File: config.mk
export PLATFORM = sky130hd
export DESIGN_NAME = ntsc_sync_decoder
export DESIGN_NICKNAME = d
export VERILOG_FILES = /design/src/rtl/ntsc_pkg.sv /design/src/rtl/ntsc_sync_classifier.sv /design/src/rtl/ntsc_sync_decoder.sv
export SDC_FILE = /design/constraint.sdc
export NUM_CORES = 1
export LEC_CHECK = 0
export CAP_MARGIN = 20
export CORE_MARGIN = 3
export CORE_UTILIZATION = 43
export CTS_CLUSTER_DIAMETER = 60
export CTS_CLUSTER_SIZE = 12
export DETAILED_ROUTE_END_ITERATION = 8
export PLACE_DENSITY = 0.64
export SETUP_SLACK_MARGIN = 0.15
export SYNTH_ARGS = -nofsm -noshare
export SYNTH_HDL_FRONTEND = slang
export SYNTH_HIERARCHICAL = 1
export SYNTH_SLANG_ARGS = --single-unit
File: constraint.sdc
create_clock -name clk -period 2.1 [get_ports clk]
set_clock_uncertainty 0.05 [all_clocks]
set_input_delay 0.42 -clock clk [delete_from_list [all_inputs] [get_ports clk]]
set_output_delay 0.42 -clock clk [all_outputs]
set_load 0.05 [all_outputs]
File: src/rtl/ntsc_pkg.sv
// Shared constants, pulse classes and decoder states for the NTSC
// sync decoder: signal levels, sync-width windows, visible-area geometry.
package ntsc_pkg;

    localparam logic [3:0] SIGNAL_LEVEL_SYNC         = 4'd0;
    localparam logic [3:0] SIGNAL_LEVEL_BLANK        = 4'd1;
    localparam logic [3:0] SIGNAL_LEVEL_BLACK        = 4'd2;
    localparam logic [3:0] SIGNAL_LEVEL_DARK_GREY    = 4'd3;
    localparam logic [3:0] SIGNAL_LEVEL_GREY         = 4'd4;
    localparam logic [3:0] SIGNAL_LEVEL_LIGHT_GREY   = 4'd5;
    localparam logic [3:0] SIGNAL_LEVEL_WHITE        = 4'd6;
    localparam logic [3:0] SIGNAL_LEVEL_BRIGHT_WHITE = 4'd7;

    localparam logic [10:0] WIDTH_EQ_MIN = 11'd60;
    localparam logic [10:0] WIDTH_EQ_MAX = 11'd175;
    localparam logic [10:0] WIDTH_HS_MIN = 11'd176;
    localparam logic [10:0] WIDTH_HS_MAX = 11'd700;
    localparam logic [10:0] WIDTH_VS_MIN = 11'd1000;
    localparam logic [10:0] WIDTH_VS_MAX = 11'd1700;

    localparam logic [3:0]  MIN_VSYNC_PULSES      = 4'd4;
    localparam logic [11:0] H_ALIGN               = 12'd311;
    localparam logic [11:0] BASE_PIXEL_X          = 12'd184;
    localparam logic [11:0] RESOLUTION_HORIZONTAL = 12'd560;
    localparam logic [11:0] BASE_LINE             = 12'd40;
    localparam logic [11:0] RESOLUTION_VERTICAL   = 12'd200;

    typedef enum logic [2:0] {
        PULSE_NONE,
        PULSE_EQ,
        PULSE_HSYNC,
        PULSE_VSYNC,
        PULSE_GLITCH
    } pulse_e;

    typedef struct packed {
        logic glitch;
        logic vsync;
        logic hsync;
        logic eq;
    } pulse_oh_t;

    typedef enum logic [1:0] {
        ST_SEARCH,
        ST_VSYNC_TRAIN,
        ST_POST_EQ,
        ST_ACTIVE
    } state_e;

    function automatic pulse_e classify_run(input logic [10:0] len);
        if (len >= WIDTH_EQ_MIN && len <= WIDTH_EQ_MAX) return PULSE_EQ;
        if (len >= WIDTH_HS_MIN && len <= WIDTH_HS_MAX) return PULSE_HSYNC;
        if (len >= WIDTH_VS_MIN && len <= WIDTH_VS_MAX) return PULSE_VSYNC;
        return PULSE_GLITCH;
    endfunction

    // Luma levels 3..7 map to pixel codes 1..5; sync/blank/black give 0.
    function automatic logic [3:0] pixel_code(input logic [3:0] level);
        if (level >= SIGNAL_LEVEL_DARK_GREY && level <= SIGNAL_LEVEL_BRIGHT_WHITE)
            return level - 4'd2;
        return 4'd0;
    endfunction

endpackage

File: src/rtl/ntsc_sync_classifier.sv
// Measures zero-level runs and classifies each on its first nonzero sample.
// Ports: clk_i, rst_ni (sync, active low), level_i[3:0], pulse_o (one-hot, registered).
module ntsc_sync_classifier
    import ntsc_pkg::*;
(
    input  logic       clk_i,
    input  logic       rst_ni,
    input  logic [3:0] level_i,
    output pulse_oh_t  pulse_o
);

    logic [10:0] run_q, run_d;
    pulse_oh_t   pulse_q, pulse_d;
    pulse_e      cls;

    always_comb begin
        run_d   = run_q;
        cls     = PULSE_NONE;
        pulse_d = '0;
        if (level_i == SIGNAL_LEVEL_SYNC) begin
            if (run_q != 11'h7FF) run_d = run_q + 11'd1;
        end else begin
            run_d = '0;
            // Falling out of a sync run: classify its length exactly once.
            if (run_q != '0) cls = classify_run(run_q);
        end
        case (cls)
            PULSE_EQ:     pulse_d.eq     = 1'b1;
            PULSE_HSYNC:  pulse_d.hsync  = 1'b1;
            PULSE_VSYNC:  pulse_d.vsync  = 1'b1;
            PULSE_GLITCH: pulse_d.glitch = 1'b1;
            default:      pulse_d        = '0;
        endcase
    end

    always_ff @(posedge clk_i) begin
        if (!rst_ni) begin
            run_q   <= '0;
            pulse_q <= '0;
        end else begin
            run_q   <= run_d;
            pulse_q <= pulse_d;
        end
    end

    assign pulse_o = pulse_q;

endmodule

File: src/rtl/ntsc_sync_decoder.sv
// NTSC composite receiver: locks to the vertical sync train, tracks line/h position, recovers pixels.
// Ports: clk, reset_n, level_in[3:0]; sync/lock flags, field_line, pixel_x/y, pixel_data, sync_error.
module ntsc_sync_decoder
    import ntsc_pkg::*;
(
    input  logic        clk,
    input  logic        reset_n,
    input  logic [3:0]  level_in,
    output logic        h_sync_out,
    output logic        v_sync_out,
    output logic        locked,
    output logic [9:0]  field_line,
    output logic [10:0] pixel_x,
    output logic [10:0] pixel_y,
    output logic        pixel_is_visible,
    output logic [3:0]  pixel_data,
    output logic        sync_error
);

    pulse_oh_t   pulse;
    state_e      state_q, state_d;
    logic [3:0]  vcount_q, vcount_d;
    logic [9:0]  line_q, line_d;
    logic [11:0] h_count_q, h_count_d;
    logic        locked_q, locked_d;
    logic        hs_q, hs_d, vs_q, vs_d, err_q, err_d;
    logic        vis_q, vis_d;
    logic [10:0] px_q, px_d, py_q, py_d;
    logic [3:0]  pd_q, pd_d;
    logic [11:0] hx, fl;
    logic [10:0] px_off, py_off;

    ntsc_sync_classifier u_cls (
        .clk_i   (clk),
        .rst_ni  (reset_n),
        .level_i (level_in),
        .pulse_o (pulse)
    );

    always_comb begin
        state_d   = state_q;
        vcount_d  = vcount_q;
        line_d    = line_q;
        locked_d  = locked_q;
        hs_d      = pulse.hsync;
        vs_d      = 1'b0;
        err_d     = pulse.glitch;
        h_count_d = h_count_q;

        unique case (1'b1)
            pulse.hsync:              h_count_d = H_ALIGN;
            pulse.eq, pulse.vsync:    h_count_d = '0;
            default: if (h_count_q != 12'hFFF) h_count_d = h_count_q + 12'd1;
        endcase

        // A full line period with no usable sync means the signal is gone.
        if (state_q != ST_SEARCH && h_count_q == 12'hFFF) begin
            state_d  = ST_SEARCH;
            locked_d = 1'b0;
        end else begin
            case (state_q)
                ST_SEARCH: if (pulse.vsync) begin
                    state_d  = ST_VSYNC_TRAIN;
                    vcount_d = 4'd1;
                end
                ST_VSYNC_TRAIN: begin
                    if (pulse.vsync) begin
                        if (vcount_q != 4'hF) vcount_d = vcount_q + 4'd1;
                    end else if (pulse.eq) begin
                        if (vcount_q >= MIN_VSYNC_PULSES) begin
                            state_d  = ST_POST_EQ;
                            vs_d     = 1'b1;
                            locked_d = 1'b1;
                            line_d   = '0;
                        end else begin
                            state_d = ST_SEARCH;
                        end
                    end else if (pulse.hsync) begin
                        state_d = ST_SEARCH;
                    end
                end
                ST_POST_EQ: begin
                    if (pulse.hsync) begin
                        state_d = ST_ACTIVE;
                        line_d  = 10'd1;
                    end else if (pulse.vsync) begin
                        state_d  = ST_VSYNC_TRAIN;
                        vcount_d = 4'd1;
                    end
                end
                ST_ACTIVE: begin
                    if (pulse.hsync) begin
                        if (line_q != 10'h3FF) line_d = line_q + 10'd1;
                    end else if (pulse.vsync) begin
                        state_d  = ST_VSYNC_TRAIN;
                        vcount_d = 4'd1;
                    end
                end
                default: state_d = ST_SEARCH;
            endcase
        end
    end

    // Pixel stage works on the current registered position and raw level.
    assign hx     = {2'b00, h_count_q[11:2]};
    assign fl     = {2'b00, line_q};
    assign px_off = {1'b0, h_count_q[11:2]} - BASE_PIXEL_X[10:0];
    assign py_off = {1'b0, line_q} - BASE_LINE[10:0];

    always_comb begin
        vis_d = locked_q && (state_q == ST_ACTIVE)
             && (hx >= BASE_PIXEL_X)
             && (hx < BASE_PIXEL_X + RESOLUTION_HORIZONTAL)
             && (fl >= BASE_LINE)
             && (fl < BASE_LINE + RESOLUTION_VERTICAL);
        px_d = vis_d ? px_off : '0;
        py_d = vis_d ? py_off : '0;
        pd_d = vis_d ? pixel_code(level_in) : '0;
    end

    always_ff @(posedge clk) begin
        if (!reset_n) begin
            state_q   <= ST_SEARCH;
            vcount_q  <= '0;
            line_q    <= '0;
            h_count_q <= '0;
            locked_q  <= 1'b0;
            hs_q      <= 1'b0;
            vs_q      <= 1'b0;
            err_q     <= 1'b0;
            vis_q     <= 1'b0;
            px_q      <= '0;
            py_q      <= '0;
            pd_q      <= '0;
        end else begin
            state_q   <= state_d;
            vcount_q  <= vcount_d;
            line_q    <= line_d;
            h_count_q <= h_count_d;
            locked_q  <= locked_d;
            hs_q      <= hs_d;
            vs_q      <= vs_d;
            err_q     <= err_d;
            vis_q     <= vis_d;
            px_q      <= px_d;
            py_q      <= py_d;
            pd_q      <= pd_d;
        end
    end

    assign h_sync_out       = hs_q;
    assign v_sync_out       = vs_q;
    assign locked           = locked_q;
    assign field_line       = line_q;
    assign pixel_x          = px_q;
    assign pixel_y          = py_q;
    assign pixel_is_visible = vis_q;
    assign pixel_data       = pd_q;
    assign sync_error       = err_q;

endmodule

# --- Word-level counts from Yosys, hierarchy flattened ---
# Index checks and enable logic that the tools add are counted.
totals:
  ff_bits: 74
  in_bits: 6
  out_inout_bits: 41
  word_cells: 141
op_classes:
  add_sub_neg: 7
  order_cmp: 13
  n_eq_ne: 23
  n_mux: 49
  n_bitwise: 5
  n_reduce_logical: 27
ops:
  columns: ["op", "n"]
  rows:
  - ["$mux 10", 6]
  - ["$pmux 10 s3", 1]
  - ["$mux 3", 8]
  - ["$pmux 12 s2", 1]
  - ["$mux 4", 5]
  - ["$mux 1", 18]
  - ["$mux 2", 7]
  - ["$add 12x1->12 const B", 1]
  - ["$eq 12x12->1 const B", 1]
  - ["$mux 12", 1]
  - ["$ne 12x12->1 const B", 1]
  - ["$ne 2x2->1 const B", 6]
  - ["$pmux 4 s3", 1]
  - ["$add 11x1->11 const B", 1]
  - ["$ge 11x10->1 const B", 1]
  - ["$ge 11x6->1 const B", 1]
  - ["$ge 11x8->1 const B", 1]
  - ["$le 11x10->1 const B", 1]
  - ["$le 11x11->1 const B", 1]
  - ["$le 11x8->1 const B", 1]
  - ["$ne 11x11->1 const B", 1]
  - ["$reduce_bool 11->1", 1]
  - ["$sub 10x6->11 const B", 1]
  - ["$sub 10x8->11 const B", 1]
  - ["other kinds (32)", 56]

# --- Logic depth before layout (Yosys ltp) ---
# Gate-level depths: netlist (run 1).
depth:
  ltp_word: 19
  ltp_mapped: 9
  depth_no_buf: 7

# --- Hierarchy ---
# The synthesis (run 1) kept the hierarchy.
modules_own_cells:
  columns: ["mod", "n_inst", "cells_per_inst", "area_each_um2", "seq_area_each_um2"]
  rows:
  - ["ntsc_sync_decoder", 1, 320, 2793.9, 1181.1]
  - ["ntsc_sync_classifier", 1, 104, 947.2, 300.3]

# --- Worst setup path before layout (run 1) ---
# OpenSTA, ideal clock, no wires.
synth_path:
  path_kind: "reg-to-reg"
  startpoint: "register line_q[4], in the netlist field_line[4]"
  endpoint: "register px_q[7], in the netlist pixel_x[7]"
  setup_time_ns: 0.073
  arrival_time_ns: 2.233
  required_time_ns: 1.977
  path_slack_ns: -0.255
  path_stages_with_launch: 10
  n_path_buf: 2
  period_less_slack_ns: 2.355
  path_cell_list: "dfxtp_1 > inv_1 > ha_1 > and2b_1 > nand2b_1 > nor4_1 > or3_1 > buf_6 > buf_6 > nor3_2"
synth_via:
  elab_chain_cells: 4
  elab_cells_between_ends: 5
  classes_between: "order compare (2); reduce/logical (3)"
synth_lines:
  columns: ["item", "line", "source"]
  rows:
  - ["start: declaration", "ntsc_sync_decoder.sv:23", "logic [9:0] line_q, line_d;"]
  - ["start signal: assignment", "ntsc_sync_decoder.sv:138", "line_q <= line_d;"]
  - ["$ge 10x6->1", "ntsc_sync_decoder.sv:114", "&& (fl >= BASE_LINE)"]
  - ["$logic_and 1x1->1", "ntsc_sync_decoder.sv:114", null]
  - ["$logic_and 1x1->1 *", "ntsc_sync_decoder.sv:115", "&& (fl < BASE_LINE + RESOLUTION_VERTICAL);"]
  - ["$reduce_and 2->1 (no line) *", null, null]
  - ["end signal: assignment", "ntsc_sync_decoder.sv:145", "px_q <= px_d;"]
  - ["end: declaration", "ntsc_sync_decoder.sv:28", "logic [10:0] px_q, px_d, py_q, py_d;"]
# Mark *: on every way between the ends. The rest lies on a longest branch, timed or not.
# A chain may end at the register's enable or synchronous reset.

# --- Worst setup path in the final report (run 1) ---
layout_path:
  startpoint: "register line_q[3], in the netlist field_line[3]"
  endpoint: "register line_q[7], in the netlist field_line[7]"
layout_via:
  elab_chain_cells: 4
  elab_cells_between_ends: 7
  classes_between: "add/sub (1); eq/ne (2); mux (3); reduce/logical (1)"
layout_lines:
  columns: ["item", "line", "source"]
  rows:
  - ["$add 10x1->10", "ntsc_sync_decoder.sv:93", "if (line_q != 10'h3FF) line_d = line_q + 10'd1;"]
  - ["$mux 10", "ntsc_sync_decoder.sv:93", null]
  - ["$mux 10", "ntsc_sync_decoder.sv:92", "if (pulse.hsync) begin"]
  - ["$pmux 10 s3", "ntsc_sync_decoder.sv:61", "case (state_q)"]
# Parallel ways exist; a longest one is shown, timed or not. The select of a mux whose other input is x is not followed.

==> results of run 1 <==
-- synthesized netlist by cell type, drive strengths merged, types with 4 or more instances --
cell and count:
nand3 17, nor2b 7, and2 5, and3 9, a21oi 18, xnor2 9, nor3 11, dfxtp 74
and4 6, nor2 40, inv 20, nor4 8, o21a 6, a32o 7, ha 15, nand2 37
or3 4, o21ai 20, nand4 8, a31oi 9, clkbuf 13, buf 21, xor2 8, nor3b 8
-- final cells by class --
type | count | area, um^2 | share of cell area, %
Multi-Input combinational cell | 296 | 2120 | 43.3
Sequential cell | 74 | 1510 | 30.9
Timing Repair Buffer | 88 | 841 | 17.2
Tap cell | 105 | 131 | 2.69
Clock buffer | 9 | 124 | 2.53
Clock inverter | 6 | 90.1 | 1.84
Inverter | 20 | 75.1 | 1.53
-- flip-flops by register name (all words and copies together), names as in the netlist --
name / cells
pixel_x: 11
h_sync_out: 1
u_cls/run_q: 11
locked: 1
pixel_is_visible: 1
vcount_q: 4
sync_error: 1
h_count_q: 12
pixel_data: 4
u_cls/pulse_o: 4
field_line: 10
state_q: 2
pixel_y: 11
v_sync_out: 1
-- where the power goes --
| part | internal, mW | switching (mW) | leakage, nW | total, mW |
|---|---|---|---|---|
| clock | 0.669 | 0.546 | 0.106 | 1.22 |
| sequential | 1.40 | 0.00620 | 0.604 | 1.41 |
| combinational | 0.0325 | 0.0359 | 1.62 | 0.0684 |
| total | 2.10 | 0.588 | 2.33 | 2.69 |
-- tightest hold or removal path, delay by kind of cell, from the launching register on --
kind	cells	cell delay [ns]
buf+inv	1	0.07
flops	1	0.33
simple gates	1	0.04
-- metrics by stage --
stage	hold slack, ns	cell area, um^2	setup WS (ns)	instances
floorplan	0.362	3760	0.156	424
global placement	0.413	4360	-0.129	573
detailed placement	0.397	4360	-0.207	573
CTS	0.430	4580	0.150	590
global route	0.465	4890	0.111	598
finish	0.436	4890	0.189	598
-- repair_timing --
action | CTS | global route
gates cloned | 0 | 2
setup buffers | 2 | 6
pin swaps | 0 | 6
setup endpoints to repair | 38 | 56
resized for setup | 18 | 64
hold buffers | 0 | 0
-- cell families (layout without fill, tap and decap cells) --
logic type               count (synthesis)  in the layout  share of synthesized area [%]
AO/OA/AOI/OAI                           85             85                           15.4
buffers and inverters                   54            123                           8.03
flip-flops                              74             74                           39.6
XOR/XNOR                                17             17                           3.98
AND/OR/NAND/NOR                        178            178                           27.8
multiplexers                             1              1                          0.268
adder cells (fa/ha/maj)                 15             15                           5.02
-- routing by layer --
layer	wire (um)	part of all wire [%]	vias up	track usage [%]
met1	4280	49	1509	24.9
met3	335	3.8	9	4.42
li1	-	-	1624	-
met2	4020	46	71	25.9
met5	0	0	-	0
met4	80	0.92	0	4.52
-- path summary, 6_finish.rpt --
| path | endpoint | slack [ns] | cells after the start |
|---|---|---|---|
| worst max-delay path | field_line[7] | 0.19 | 8 |
| worst min-delay path | pixel_x[2] | 0.44 | 2 |
| worst max register to register | field_line[7] | 0.19 | 8 |
| worst min register to register | pixel_x[2] | 0.44 | 2 |
==> out/qor.yml, run 1 <==
pwr:
  leakagePower_nw: 2.33
  vdd_ir_drop_max_mv: 0.283
  total_power_mw: 2.69
  power-per-cell-area_mw_per_mm2: 550
worst_setup_path:
  crit_path_cell_trace: "buf_6 > buf_4 > and3_1 > and3_2 > nor3_4 > buf_4 > nand2_1 > a32o_1"
  worstPathRequired_ns: 2.29
  highest_delay_cell_along_the_critical_path: "dfxtp_4"
  bufs_and_invs_on_worst_path: 3
  worstPathMaxFanout: 4
  timing.critical_path.max_delay_family: "simple AND/OR/NAND/NOR gates"
  setup.worst_path.start: "field_line[3]"
  cp-end-kind: "register"
  cpMostUsedCell: "buf_4"
  beginning_of_the_worst_register_to_register_path: "field_line[3]"
  worst_setup_path_start_kind: "register"
  setup.worst_path.class: "register to register"
  arrival_ns: 2.10
  critical-path-max-stage-delay_ns: 0.36
sta:
  timing.max_slew.rel_slack_pct: 65.5
  layout_worst_path_cycle_share_pct: 91.0
  finalSetupViolations: 0
  final-max-slew-violation-count: 0
  worst_slew_pin_slew_ns: 0.517
  timing.fmax_mhz: 523
  finalHoldViolations: 0
  setup_repair_after_global_routing_missed_its_margin: "true"
  finalWorstPathRequiredPeriod_ns: 1.91
  tns_ns: 0
floorplan:
  total_core_area_mm2: 0.00834
  fp-row-count: 33
  effective_utilization_at_floorplan_pct: 44.9
  floorplan.die_area_mm2: 0.00986
  fp.dieH_um: 99.3
  boundaryPins: 47
  floorplan.die.width_um: 99.3
clock_tree:
  htree_num_levels: 3
  root_buffer: "clkbuf_8"
  clock_sinks: 74
  clockBufferDepth: 2
  insertion_delay_ns: 0.34
  tritoncts: "built"
  clk_transition_reported_paths_ns: 0.08
  number_of_cts_inserted_buffers: 9
global_routing:
  grt_remaining_overflow: 0
  grt_start_max_net_pins: 22
  number_of_antenna_violations_at_the_first_check_in_global_routing: 0
  total_routing_resource_utilization_after_global_routing_pct: 17.3
  first_global_vias: 2890
  global_route_wire_length_before_repair_um: 14000
detailed_routing:
  finalWirelength_um: 8720
  route.detailed.drc: 0
  route.detailed.wl_per_inst_um: 14.6
  route.detailed.vias_per_inst: 5.37
  drt-pass1-iter-count: 4
  final_antenna_net_count: 0
  via_count: 3213
  detail_route.iter0.violations: 143
place:
  gp_routability_congestion: 0.824
  final_hpwl_from_detailed_placement_um: 5910
  portBuffers: 46
finish:
  post_route_cells_drive_above_1_share_pct: 23.9
  final_nets: 510
  layout.filler_cells: 760
  utilization_pct: 58.6
  final_common_cell: "dfxtp_1"
  synthToLayoutAreaGrowth_pct: 30.7
  n_antenna_cell: 0
  mostFrequentLayoutCells: "61 x dfxtp_1, 41 x buf_4, 36 x nand2_1, 35 x nor2_1, 21 x dlymetal6s2s_1"
synthesis:
  synthesis.area_per_instance_um2: 8.82
  synthesis.instances: 424
  synth.ff_latch_count: 74
  yosysTopAreaCellShare_pct: 39.6
  ys_async_sr_fraction_pct: 0
  yosysTopAreaCell: "dfxtp_1"
  post_synth_design_cell_area_mm2: 0.00374
  synthDistinctLibCells: 71
  number_of_synthesized_flops_with_an_enable_pin: 0
  ys.flop_type: "dfxtp_1"
  seq_area_frac_synth_pct: 39.6
  synth.area.top_cells: "dfxtp_1 40%, ha_1 5.0%, nor2_1 3.9%"
  yosys_warnings: 6
  syn-num-nets: 445
worst_hold_path:
  worst_hold_startpoint: "h_count_q[4]"
  min_path_type: "register to register"
run_status:
  run_status: "completed"
job:
  cap_viol_max_count: 0
No activity file was read; power rests on OpenSTA's default activity.
==> run 2, diff against run 1 <==
--- a/config.mk
+++ b/config.mk
@@ -11,6 +11,7 @@
 export CTS_CLUSTER_DIAMETER = 60
 export CTS_CLUSTER_SIZE = 12
 export DETAILED_ROUTE_END_ITERATION = 8
+export GPL_ROUTABILITY_DRIVEN = 0
 export PLACE_DENSITY = 0.64
 export SETUP_SLACK_MARGIN = 0.15
 export SYNTH_ARGS = -nofsm -noshare
==> constraint.sdc (replaced) <==
create_clock -name clk -period 2.1 [get_ports clk]
set_clock_uncertainty 0.05 [all_clocks]
set_input_delay 0.42 -clock clk [delete_from_list [all_inputs] [get_ports clk]]
set_output_delay 0.42 -clock clk [all_outputs]
set_load 0.01 [all_outputs]
==> run 2 against run 1 <==
- core utilization fell by 0.26 points
- register-to-register slack about the same
- cell area shrank 0.43%
- largest power group unchanged
==> out/qor.yml, run 2 (synthesis gave the netlist of run 1 again) <==
pwr:
  power-per-cell-area_mw_per_mm2: 544  # was 550 mW/mm^2
  p_sw_mw: 0.647  # was 0.588 mW
  total_power_mw: 2.65  # was 2.69 mW
  total_internal_power_mw: 2.00  # was 2.10 mW
  switching_share_pct: 24.4  # was 21.9%
  pwr-share-seq_pct: 53.1  # was 52.3%
  combinationalPowerShare_pct: 2.5  # about the same
  vdd_ir_drop_max_mv: 0.311  # was 0.283 mV
  clock_power_share_pct: 44.4  # was 45.2%
  leakagePower_nw: 1.89  # was 2.33 nW
worst_hold_path:
  min_path_type: "register to register"  # unchanged
  worst_hold_startpoint: "u_cls/pulse_o[3]"  # was h_count_q[4]
  cell_depth_of_the_worst_min_delay_path: 1  # was 2
  hold_end: "sync_error"  # was pixel_x[2]
clock_tree:
  clockBufferDepth: 2  # unchanged
  post_cts_hold_buffer_count: 0  # unchanged
  clk_transition_reported_paths_ns: 0.09  # was 0.08 ns
  insertion_delay_ns: 0.35  # was 0.34 ns
  tritoncts: "built"  # unchanged
  root_buffer: "clkbuf_8"  # unchanged
  htree_num_levels: 3  # unchanged
  clock_sinks: 74  # unchanged
  number_of_cts_inserted_buffers: 9  # unchanged
sta:
  finalSetupViolations: 0  # unchanged
  worst_slew_pin_slew_ns: 0.448  # was 0.517 ns
  finalWorstPathRequiredPeriod_ns: 1.92  # was 1.91 ns
  finalHoldViolations: 0  # unchanged
  setup_repair_after_global_routing_missed_its_margin: "false"  # was true
  layout_worst_path_cycle_share_pct: 91.5  # was 91.0%
  timing.max_slew.rel_slack_pct: 69.8  # was 65.5%
  timing.fmax_mhz: 520  # was 523 MHz
  final-max-slew-violation-count: 0  # unchanged
detailed_routing:
  via_count: 3233  # was 3,213
  route.detailed.drc: 0  # unchanged
  route.detailed.wl_per_inst_um: 14.5  # was 14.6 um
  drt-pass1-iter-count: 4  # unchanged
  final_antenna_net_count: 0  # unchanged
  detail_route.iter0.violations: 118  # was 143
  finalWirelength_um: 8790  # was 8720 um
  route.detailed.vias_per_inst: 5.33  # was 5.37
worst_setup_path:
  cp-end-kind: "register"  # unchanged
  cells_on_worst_reg2reg_path: 8  # unchanged
  timing.critical_path.max_delay_family: "simple AND/OR/NAND/NOR gates"  # unchanged
  worst_setup_path_start_kind: "register"  # unchanged
  bufs_and_invs_on_worst_path: 2  # was 3
  critical-path-max-stage-delay_ns: 0.42  # was 0.36 ns
  r2r-end: "pixel_y[10]"  # was field_line[7]
  beginning_of_the_worst_register_to_register_path: "field_line[0]"  # was field_line[3]
  worstPathMaxFanout: 6  # was 4
  arrival_ns: 2.14  # was 2.10 ns
  cpMostUsedCell: "nor4_2"  # was buf_4
  worstPathRequired_ns: 2.32  # was 2.29 ns
  ff2ff_setup_slack_ns: 0.18  # was 0.19 ns
  highest_delay_cell_along_the_critical_path: "or3_4"  # was dfxtp_4
  wp_depth: 8  # unchanged
  setup.worst_path.class: "register to register"  # unchanged
  crit_path_cell_trace: "inv_4 > ha_1 > nand4b_1 > nor2_2 > nor4_2 > or3_4 > clkbuf_16 > nor4_2"  # was buf_6 > buf_4 > and3_1 > and3_2 > nor3_4 > buf_4 > nand2_1 > a32o_1
finish:
  n_antenna_cell: 0  # unchanged
  fin_area_mm2: 0.00487  # was 0.00489 mm^2
  largest-register: "h_count_q"  # unchanged
  post_route_cells_drive_above_1_share_pct: 25.1  # was 23.9%
  synthToLayoutAreaGrowth_pct: 30.2  # was 30.7%
  final_common_cell: "dfxtp_1"  # unchanged
  final_nets: 517  # was 510
  layout.filler_cells: 741  # was 760
  mostFrequentLayoutCells: "61 x dfxtp_1, 46 x clkdlybuf4s50_1, 43 x buf_4, 36 x nand2_1, 31 x nor2_1"  # was 61 x dfxtp_1, 41 x buf_4, 36 x nand2_1, 35 x nor2_1, 21 x dlymetal6s2s_1
  number_of_flip_flops_in_the_largest_register: 12  # unchanged
floorplan:
  boundaryPins: 47  # unchanged
  effective_utilization_at_floorplan_pct: 44.9  # unchanged
  fp.dieH_um: 99.3  # unchanged
  floorplan.die_area_mm2: 0.00986  # unchanged
  floorplan.die.width_um: 99.3  # unchanged
  total_core_area_mm2: 0.00834  # unchanged
  fp-row-count: 33  # unchanged
global_routing:
  number_of_antenna_violations_at_the_first_check_in_global_routing: 0  # unchanged
  global_route_wire_length_before_repair_um: 14100  # was 14,000 um
  first_global_vias: 2939  # was 2,890
  grt_start_max_net_pins: 20  # was 22
  total_routing_resource_utilization_after_global_routing_pct: 17.5  # was 17.3%
  grt_remaining_overflow: 0  # unchanged
job:
  cap_viol_max_count: 0  # unchanged
place:
  detailed_place.area_mm2: 0.00437  # was 0.00436 mm^2
  final_hpwl_from_detailed_placement_um: 5950  # was 5910 um
  portBuffers: 46  # unchanged
run_status:
  run_status: "completed"  # unchanged
run 2: cell types whose count changed in the layout (fill, tap and decap cells not counted), sizes merged, moves of 2 or more:
cell,before,now
dlymetal6s2s,21,0
clkdlybuf4s50,6,46
buf,45,47
dlygate4sd2,15,0
inv,22,24
run 2: repair_timing:
action	4_1_cts	5_1_grt
endpoints found under the setup margin	29	34
gates cloned	0	2
resized for setup	15	36
buffers inserted	3	10
pin swaps	2	2
run 2: how the worst max path moves through the flow:
stage / slack [ns] / start / endpoint
after detailed placement: -0.17 / reset_n / pixel_y[2]
after CTS: 0.17 / field_line[8] / field_line[8]
after global placement: -0.14 / reset_n / pixel_data[3]
final: 0.18 / field_line[0] / pixel_y[10]
after global routing: 0.05 / field_line[0] / pixel_y[10]
after floorplan: 0.16 / field_line[3] / pixel_x[7]
run 2: worst register-to-register path: cells and delay by family (launching register included):
kind	cells	cell delay, ns
AND/OR/NAND/NOR	5	1.02
flip-flops	1	0.38
buffers and inverters	2	0.26
adder cells (fa/ha/maj)	1	0.15
run 2: per-layer routing:
| metal | global-route usage (%) | wire [um] |
|---|---|---|
| met5 | 0 | 0 |
| met4 | 5.04 | 129 |
| met3 | 4.91 | 380 |
| met2 | 26.4 | 4040 |
| met1 | 24.6 | 4250 |
run 2: cell type report:
cell class	instances	area (um^2)	area share [%]
Tap cell	105	131	2.70
Timing Repair Buffer	95	887	18.2
Multi-Input combinational cell	296	2060	42.2
Clock inverter	7	82.6	1.70
Clock buffer	9	124	2.54
Sequential cell	74	1510	31.0
Inverter	20	77.6	1.59
run 2: power by group through the flow:
stage	Combinational, mW	Clock [mW]	Sequential, mW
6_report	0.0663	1.18	1.41
3_3_place_gp	0.0621	0	1.44
4_1_cts	0.0641	1.20	1.41
3_5_place_dp	0.0634	0	1.45
5_1_grt	0.0739	1.27	1.41
2_1_floorplan	0.0324	0	1.44
run 2: stage by stage:
| stage | TNS (ns) | utilization (%) | worst slack [ns] | instances | hold slack, ns |
|---|---|---|---|---|---|
| floorplan | 0 | - | 0.158 | 424 | 0.362 |
| global placement | -2.19 | 52.3 | -0.138 | 575 | 0.389 |
| detailed placement | -3.26 | 52.3 | -0.174 | 575 | 0.370 |
| CTS | 0 | 55.5 | 0.167 | 594 | 0.402 |
| global route | 0 | 58.4 | 0.0462 | 606 | 0.415 |
| finish | 0 | 58.4 | 0.178 | 606 | 0.394 |
==> run 3, diff against run 2 <==
--- a/config.mk
+++ b/config.mk
@@ -16,5 +16,4 @@
 export SETUP_SLACK_MARGIN = 0.15
 export SYNTH_ARGS = -nofsm -noshare
 export SYNTH_HDL_FRONTEND = slang
-export SYNTH_HIERARCHICAL = 1
 export SYNTH_SLANG_ARGS = --single-unit
==> run 3 against run 2 <==
- clock power barely moved
- worst hold slack improved by 0.017 ns
- fmax rose by 1.9%
- first-iteration DRC count rose by 13%
- global-route usage rose by 0.64 points
==> out/qor.yml, run 3 <==
clock_tree:
  clock_sinks: 74  # unchanged
  post_cts_setup_buffer_count: 0  # was 3
  insertion_delay_ns: 0.34  # was 0.35 ns
  clockBufferDepth: 2  # unchanged
  post_cts_hold_buffer_count: 0  # unchanged
  root_buffer: "clkbuf_8"  # unchanged
  clk_transition_reported_paths_ns: 0.08  # was 0.09 ns
  number_of_cts_inserted_buffers: 9  # unchanged
  tritoncts: "built"  # unchanged
  htree_num_levels: 3  # unchanged
worst_setup_path:
  timing.critical_path.max_delay_family: "buffers and inverters"  # was simple AND/OR/NAND/NOR gates
  arrival_ns: 1.42  # was 2.14 ns
  crit_path_cell_trace: "buf_4 > clkdlybuf4s50_1"  # was inv_4 > ha_1 > nand4b_1 > nor2_2 > nor4_2 > or3_4 > clkbuf_16 > nor4_2
  highest_delay_cell_along_the_critical_path: "clkdlybuf4s50_1"  # was or3_4
  cp-end-kind: "primary output"  # was register
  setup.worst_path.class: "register to primary output"  # was register to register
  worst_setup_path_start_kind: "register"  # unchanged
  worstPathMaxFanout: 8  # was 6
  critical-path-max-stage-delay_ns: 0.53  # was 0.42 ns
  worstPathRequired_ns: 1.63  # was 2.32 ns
  bufs_and_invs_on_worst_path: 2  # unchanged
synthesis:
  ys.flop_type: "dfxtp_1"  # unchanged
  yosysTopAreaCell: "dfxtp_1"  # unchanged
  synthesis.instances: 420  # was 424
  seq_area_frac_synth_pct: 39.8  # was 39.6%
  post_synth_design_cell_area_mm2: 0.00372  # was 0.00374 mm^2
  number_of_synthesized_flops_with_an_enable_pin: 0  # unchanged
  synth.ff_latch_count: 74  # unchanged
  syn-num-nets: 441  # was 445
  synth_most_common_cell: "dfxtp_1"  # unchanged
  synth_top_cells_by_count: "74 x dfxtp_1, 30 x nor2_1, 21 x nand2_1, 21 x nand3_1, 20 x inv_1"  # was 74 x dfxtp_1, 39 x nor2_1, 36 x nand2_1
  yosysTopAreaCellShare_pct: 39.8  # was 39.6%
  synth.area.top_cells: "dfxtp_1 40%, ha_1 5.0%, nand4_1 3.0%"  # was dfxtp_1 40%, ha_1 5.0%, nor2_1 3.9%
  yosys_warnings: 0  # was 6
  ys_async_sr_fraction_pct: 0  # unchanged
  synthesis.area_per_instance_um2: 8.87  # was 8.82 um^2
  synthDistinctLibCells: 61  # was 71
finish:
  final_common_cell: "dfxtp_1"  # unchanged
  synthToLayoutAreaGrowth_pct: 24.7  # was 30.2%
  utilization_pct: 56.0  # was 58.4%
  n_antenna_cell: 0  # unchanged
  largest-register: "h_count_q"  # unchanged
  finalNonFillerCells: 586  # was 606
  post_route_cells_drive_above_1_share_pct: 16.2  # was 25.1%
  number_of_flip_flops_in_the_largest_register: 12  # unchanged
  final_nets: 497  # was 517
  mostFrequentLayoutCells: "66 x dfxtp_1, 46 x clkdlybuf4s50_1, 32 x buf_4, 30 x nor2_1"  # was 61 x dfxtp_1, 46 x clkdlybuf4s50_1, 43 x buf_4, 36 x nand2_1, 31 x nor2_1
global_routing:
  global_route_wire_length_before_repair_um: 14800  # was 14,100 um
  first_global_vias: 3068  # was 2,939
  grt_remaining_overflow: 0  # unchanged
  number_of_antenna_violations_at_the_first_check_in_global_routing: 0  # unchanged
  total_routing_resource_utilization_after_global_routing_pct: 18.2  # was 17.5%
  grt_start_max_net_pins: 20  # unchanged
sta:
  setup_ws_ns: 0.214  # was 0.178 ns
  final-max-slew-violation-count: 0  # unchanged
  setup_repair_after_global_routing_missed_its_margin: "true"  # was false
  whs_ns: 0.411  # was 0.394 ns
  layout_worst_path_cycle_share_pct: 89.8  # was 91.5%
  timing.fmax_mhz: 530  # was 520 MHz
  timing.max_slew.rel_slack_pct: 68.6  # was 69.8%
  finalWorstPathRequiredPeriod_ns: 1.89  # was 1.92 ns
  worst_slew_pin_slew_ns: 0.466  # was 0.448 ns
  finalHoldViolations: 0  # unchanged
  finalSetupViolations: 0  # unchanged
floorplan:
  floorplan.die_area_mm2: 0.00981  # was 0.00986 mm^2
  total_core_area_mm2: 0.00830  # was 0.00834 mm^2
  fp-row-count: 33  # unchanged
  boundaryPins: 47  # unchanged
  effective_utilization_at_floorplan_pct: 44.9  # about the same
  floorplan.die.width_um: 99.1  # was 99.3 um
  fp.dieH_um: 99.1  # was 99.3 um
detailed_routing:
  route.detailed.drc: 0  # unchanged
  route.detailed.vias_per_inst: 5.63  # was 5.33
  detail_route.iter0.violations: 133  # was 118
  via_count: 3302  # was 3,233
  route.detailed.wl_per_inst_um: 14.7  # was 14.5 um
  drt-pass1-iter-count: 4  # unchanged
  finalWirelength_um: 8590  # was 8790 um
  final_antenna_net_count: 0  # unchanged
place:
  number_of_placed_instances_taps_included: 570  # was 575
  final_hpwl_from_detailed_placement_um: 6220  # was 5950 um
  portBuffers: 46  # unchanged
  placement.setup.worst_slack_ns: -0.0148  # was -0.174 ns
pwr:
  vdd_ir_drop_max_mv: 0.305  # was 0.311 mV
  power-per-cell-area_mw_per_mm2: 577  # was 544 mW/mm^2
  leakagePower_nw: 1.72  # was 1.89 nW
  total_power_mw: 2.68  # was 2.65 mW
job:
  cap_viol_max_count: 0  # unchanged
worst_hold_path:
  min_path_type: "register to register"  # unchanged
run_status:
  run_status: "completed"  # unchanged
-- run 3: worst reg2reg max path: cells and delay by family, from the launching register on --
kind	cells	cell delay [ns]
compound gates	2	0.56
fa+ha+maj	1	0.25
buf+inv	2	0.22
flops	1	0.36
simple gates	1	0.32
-- run 3: area by class of cell --
class / instances / area [um^2]
fill: 768 / 3650
multi-input combinational: 292 / 2010
sequential: 74 / 1490
timing repair buffer: 79 / 721
tap: 105 / 131
clock buffer: 9 / 124
clock inverter: 7 / 93.8
inverter: 20 / 75.1
-- run 3: cells by family (layout without fill, tap and decap cells) --
family / after synthesis / after routing / synth area share (%)
buffers and inverters: 54 / 115 / 7.09
AND/OR/NAND/NOR: 166 / 166 / 25.8
adder cells (fa/ha/maj): 15 / 15 / 5.04
AO/OA/AOI/OAI: 90 / 90 / 17.2
flip-flops: 74 / 74 / 39.8
XOR/XNOR: 16 / 16 / 3.76
multiplexers: 5 / 5 / 1.34
-- run 3: path summary, 6_finish.rpt --
path | from | endpoint | slack, ns | cells after the start
setup / recovery | field_line[6] | field_line[6] | 0.21 | 2
hold / removal | field_line[3] | pixel_y[3] | 0.41 | 1
setup reg to reg | state_q[1] | field_line[4] | 0.24 | 6
hold reg to reg | field_line[3] | pixel_y[3] | 0.41 | 1
-- run 3: power by group --
| part | internal [mW] | switching, mW | leakage, nW | total [mW] |
|---|---|---|---|---|
| Sequential | 1.41 | 0.00698 | 0.601 | 1.41 |
| Clock | 0.666 | 0.537 | 0.105 | 1.20 |
| Combinational | 0.0299 | 0.0364 | 1.01 | 0.0664 |
-- run 3: per-layer routing --
layer	share of wire, %	global-route usage [%]	vias up
met1	47	25.3	1558
met2	46	28.3	84
li1	-	-	1645
met4	1.6	6.62	0
met3	4.9	3.18	15
met5	0	0	-
-- run 3: timing repair --
item	CTS	global route
resized for setup	4	14
pin swaps	0	1
endpoints found under the setup margin	18	43
-- run 3: per-stage QoR --
step	TNS [ns]	instance area [um^2]
2_1_floorplan	0	3720
3_3_place_gp	0	4390
3_5_place_dp	-0.0190	4390
4_1_cts	0	4620
5_1_grt	0	4640
6_report	0	4640
